$ cat src/rtl/vending_machine.sv
// Wash programme sequencer: STARTED -> WASHING -> SPINNING -> DRYING -> FINISHED -> HALT,
// with each phase held for its own parameterised number of cycles.
module vending_machine #(
  parameter int START_CYCLES  = 1,
  parameter int WASH_CYCLES   = 4,
  parameter int SPIN_CYCLES   = 3,
  parameter int DRY_CYCLES    = 4,
  parameter int FINISH_CYCLES = 1
) (
  input  logic       clk,
  input  logic       rst,
  output logic [2:0] operation
);

  typedef enum logic [2:0] {
    S_STARTED  = 3'b000,
    S_WASHING  = 3'b001,
    S_SPINNING = 3'b010,
    S_DRYING   = 3'b011,
    S_FINISHED = 3'b100,
    S_HALT     = 3'b101
  } state_e;

  localparam int MAX_AB   = (START_CYCLES > WASH_CYCLES) ? START_CYCLES : WASH_CYCLES;
  localparam int MAX_CD   = (SPIN_CYCLES > DRY_CYCLES) ? SPIN_CYCLES : DRY_CYCLES;
  localparam int MAX_ABCD = (MAX_AB > MAX_CD) ? MAX_AB : MAX_CD;
  localparam int MAX_ALL  = (MAX_ABCD > FINISH_CYCLES) ? MAX_ABCD : FINISH_CYCLES;
  localparam int CNT_W    = $clog2(MAX_ALL) + 1;

  // Plain vector rather than the enum type so an upset can hold any 3-bit value.
  logic [2:0]       state;
  logic [CNT_W-1:0] cnt;

  function automatic logic [CNT_W-1:0] last_count(input logic [2:0] s);
    case (s)
      S_STARTED:  return CNT_W'(START_CYCLES - 1);
      S_WASHING:  return CNT_W'(WASH_CYCLES - 1);
      S_SPINNING: return CNT_W'(SPIN_CYCLES - 1);
      S_DRYING:   return CNT_W'(DRY_CYCLES - 1);
      S_FINISHED: return CNT_W'(FINISH_CYCLES - 1);
      default:    return '0;
    endcase
  endfunction

  function automatic logic [2:0] next_phase(input logic [2:0] s);
    case (s)
      S_STARTED:  return S_WASHING;
      S_WASHING:  return S_SPINNING;
      S_SPINNING: return S_DRYING;
      S_DRYING:   return S_FINISHED;
      default:    return S_HALT;
    endcase
  endfunction

  // operation is loaded with the same value as state so it tracks the phase with no lag.
  always_ff @(posedge clk or negedge rst) begin
    if (!rst) begin
      state     <= S_STARTED;
      operation <= S_STARTED;
      cnt       <= '0;
    end else begin
      case (state)
        S_STARTED, S_WASHING, S_SPINNING, S_DRYING, S_FINISHED: begin
          if (cnt == last_count(state)) begin
            state     <= next_phase(state);
            operation <= next_phase(state);
            cnt       <= '0;
          end else begin
            cnt <= cnt + 1'b1;
          end
        end
        S_HALT: begin
          operation <= S_HALT;
          cnt       <= '0;
        end
        default: begin
          state     <= S_HALT;
          operation <= S_HALT;
          cnt       <= '0;
        end
      endcase
    end
  end

endmodule

$ cat config.mk
export PLATFORM = sky130hd
export DESIGN_NAME = vending_machine
export DESIGN_NICKNAME = d
export VERILOG_FILES = /design/src/rtl/vending_machine.sv
export SDC_FILE = /design/constraint.sdc
export NUM_CORES = 1
export LEC_CHECK = 0
export ABC_AREA = 1
export BUFFER_PORTS_ARGS = -buffer_cell sky130_fd_sc_hd__buf_4
export CAP_MARGIN = 10
export CORE_AREA = 5 5 42 44
export CTS_CLUSTER_DIAMETER = 80
export DETAILED_ROUTE_END_ITERATION = 16
export DIE_AREA = 0 0 47 49
export HOLD_SLACK_MARGIN = 0.15
export MAX_ROUTING_LAYER = met4
export PLACE_DENSITY_LB_ADDON = 0.1
export SKIP_LAST_GASP = 1
export SLEW_MARGIN = 20
export SYNTH_ARGS = -nofsm -noshare
export SYNTH_HDL_FRONTEND = slang
export SYNTH_SLANG_ARGS = --single-unit
$ cat constraint.sdc
create_clock -name clk -period 1.3 [get_ports clk]
set_clock_uncertainty 0.05 [all_clocks]
set_input_delay 0.13 -clock clk [delete_from_list [all_inputs] [get_ports clk]]
set_output_delay 0.13 -clock clk [all_outputs]
set_load 0.02 [all_outputs]
== Word level (Yosys, flattened, before mapping) ==
Index checks and enable logic that the tools add are counted.
Storage, ports and cells
  bits in registers: 9
  input port bits: 2
  output and inout bits: 3
  logic and storage cells: 24
Operators by class
  add/sub/neg operators: 1
  equal/unequal tests: 7
  muxes and demuxes: 8
  bitwise logic cells: 1
  reductions and logical operators: 4
Operators by type and width (count)
  $mux 3: 5
  $pmux 3 s4: 1
  $eq 3x2->1 const B: 2
  $eq 3x3->1 const B: 2
  $pmux 3 s2: 1
  $reduce_or 5->1: 1
  $pmux 2 s2: 1
  $add 3x1->3 const B: 1
  $eq 3x1->1 const B: 1
  $eq 3x3->1: 1
  $logic_not 3->1: 1
  $ne 2x2->1 const B: 1
  $reduce_and 2->1: 1
  $reduce_or 2->1: 1
  $not 1->1: 1

== Longest topological paths before layout ==
  depth after elaboration: 7
  mapped depth: 8
  mapped depth without buffers: 8

== Worst setup path after synthesis ==
No wires, ideal clock.
  path kind: register to register
  start point: register state[0]
  end point: register operation[0]
  setup time: 0.065 ns
  data arrival time: 0.999 ns
  data required time: 1.185 ns
  setup slack: 0.186 ns
  stages on the path, launching flop included: 7
  path buffers: 0
  period minus slack after synthesis: 1.114 ns
  cells stage by stage: dfrtp_1 -> nor2_1 -> xor2_1 -> nand2_2 -> nand2_4 -> nand2_2 -> nand2_1
On the way
  cells in the longest elaborated chain, start to end: 6
  elaborated cells on any way between the ends: 14
  those cells by class: 6 x eq/ne; 5 x mux; 3 x reduce/logical
RTL lines
  start, declared: line 31  | logic [2:0] state;
  start signal, assigned: line 65  | state <= next_phase(state);
  $eq 3x1->1 / $eq 3x2->1 (equally long branches): line 35, 46, 62
  $reduce_or 2->1 (no line)
  $pmux 2 s2: line 35  | case (s)
  $mux 3: line 62  | case (state)
  $eq 3x3->1: line 64  | if (cnt == last_count(state)) begin
  $ne 2x2->1 (no line)
  end signal, assigned: line 66  | operation <= next_phase(state);
  end, declared: line 12  | output logic [2:0] operation
Parallel ways exist; a longest one is shown, timed or not. The select of a mux whose other input is x is not followed.
A chain may end at the register's enable or synchronous reset.

== Worst setup path after layout ==
  start point: register state[1]
  end point: register operation[0]
The elaborated chain is that of the path after synthesis.

==> out/qor.yml <==
status: "finished clean"
num_vias: 329
stdcell_area_um2: 544
maxSlewViolCount: 0
numPortBuffers: 4
floorplan.rows: 14
core-area_mm2: 0.00140
clkTransAtPathRegs_ns: 0.06
grt_pass1_wl_um: 1370
cp_data_required_time_ns: 1.45
worstSetupStartpointType: "flop"
overflow: 0
cts_buffer_depth: 2
synth_nets: 52
dr.pass1.iters: 3
finalSetupViolCount: 0
ant_nets: 0
rsz0062_at_grt: "true"
place_area_um2: 484
maxCapViolCount: 0
drtIter0Drc: 2
hold_viol: 0
critPathKind: "reg2reg"
fmax_mhz: 824
fin_setup_tns_ns: 0
p_per_area_mw_per_mm2: 933
grt_use_met2_pct: 12.9
fin_crit_ns: 1.21
period_share_pct: 93.4
cts_buffers: 3
grt_util_met3_pct: 5.54
grt_pass1_vias: 340
synth.distinct_cells: 12
crit_fanout: 7
wl_um: 770
n_fill_cell: 156
synth_compound_area_share_pct: 1.19
nets: 66
cts_sinks: 9
drive_above_1_share_pct: 29.0
grtUsageTotal_pct: 8.83
initial_core_util_pct: 29.9
use_met1_pct: 9.07
ys.warnings.count: 0
hp-class: "in2async"
final_common_cell: "nand2_1"
synth_top_family_by_area: "simple AND/OR/NAND/NOR gates"
synth.mux.area_fraction_pct: 0
synth_area_per_cell_um2: 8.55
clk_latency_ns: 0.26
tightestPinTransition_ns: 0.228
clock-root-buffer: "clkbuf_4"
synth_seq_area_share_pct: 53.7
layout_setup_ws_ns: 0.0859
die_x_um: 47
wire_per_inst_um: 9.87
ir_worst_vdd_uv: 514
pin_count: 5
syn2layout_area_growth_pct: 29.9
diodes: 0
cts-htree-levels: 1
viasPerCell: 4.22
yosys.area_share.simple_pct: 31.6
grt_max_degree: 10
synth_seq_cells: 9
arrival_ns: 1.37
grt-busiest-layer: "met2"
synthesis.area_um2: 419
total_power_w: 0.000508
worst_setup_path_end_kind: "flop"
dp_slack_ns: 0.0670
post-route-util_pct: 38.8
synth_xor_area_share_pct: 4.18
syn-instance-count: 49
drc: 0
dieArea_mm2: 0.00230
dp_hpwl_um: 589
synthAdderAreaFrac_pct: 2.99
gp_congestion: 0.708
p_leak_nw: 0.277
grt_antenna_before_repair: 0
cts_tree: "built"
slew_headroom_pct: 84.8
layout_common_cells: "nand2_1, dfrtp_1, buf_4"
die_h_um: 49
[per-layer routing]
metal | vias up | wire length, um
met5 | - | 0
met4 | 0 | 8
met3 | 2 | 37
met2 | 4 | 392
met1 | 148 | 330
li1 | 175 | -
[worst max-delay path, stage by stage (launching register included)]
cell and delay [ns]:
dfrtp_1 0.40, nor2_2 0.15, xor2_1 0.24, nand2_4 0.12, nand2_4 0.09, nand2_2 0.06, nand2_1 0.05
[timing repair]
action	4_1_cts	5_1_grt
hold buffers	1	0
resized for setup	0	2
endpoints found under the setup margin	0	5
endpoints found under the hold margin	9	0
buffers inserted	0	2
[logic make-up (layout without fill, tap and decap cells)]
family / after synthesis / count (layout)
flip-flops: 9 / 9
AND/OR/NAND/NOR: 29 / 29
buffers and inverters: 7 / 20
AO/OA/AOI/OAI: 1 / 1
adder cells (fa/ha/maj): 1 / 1
XOR/XNOR: 2 / 2
[report_power, final]
group	leakage [nW]	internal, W	switching, W
Combinational	0.154	0.00000400	0.00000598
Clock	0.0177	0.000114	0.000104
Sequential	0.105	0.000280	0
Total	0.277	0.000398	0.000110
[final timing paths]
path / startpoint / end / slack [ns] / cells after the start
min in group clk: cnt[0] / cnt[0] / 0.42 / 1
max: state[1] / operation[0] / 0.09 / 6
min: rst / cnt[2] / 0.18 / 2
max in group asynchronous: rst / operation[1] / 0.89 / 2
min reg2reg: cnt[0] / cnt[0] / 0.42 / 1
max reg2reg: state[1] / operation[0] / 0.09 / 6
[registers in the layout, summed over array words and instances, names as in the netlist]
| register | flops |
|---|---|
| operation | 3 |
| cnt | 3 |
| state | 3 |
[stage by stage]
stage | instances | hold WS [ns]
floorplan | 49 | -0.216
global placement | 71 | -0.0855
detailed placement | 71 | -0.0867
CTS | 76 | 0.163
global route | 78 | 0.172
finish | 78 | 0.176
[cells in the mapped netlist]
| cell type | count | area (um^2) |
|---|---|---|
| nand3_1 | 5 | 25.0 |
| ha_1 | 1 | 12.5 |
| xor2_1 | 1 | 8.76 |
| o21ai_0 | 1 | 5.00 |
| nor2_1 | 6 | 22.5 |
| xnor2_1 | 1 | 8.76 |
| nor2_2 | 2 | 12.5 |
| inv_1 | 7 | 26.3 |
| dfrtp_1 | 9 | 225 |
| nand2_2 | 2 | 12.5 |
| nand2_1 | 13 | 48.8 |
| nand2_4 | 1 | 11.3 |
[cell type report]
class	count	area, um^2	area share, %
inverter	7	26.3	4.83
clock inverter	1	5.00	0.920
sequential	9	225	41.4
timing repair buffer	9	70.1	12.9
tap	16	20.0	3.68
multi-input combinational	33	175	32.2
clock buffer	3	22.5	4.14
(Power assumes the default switching activity.)
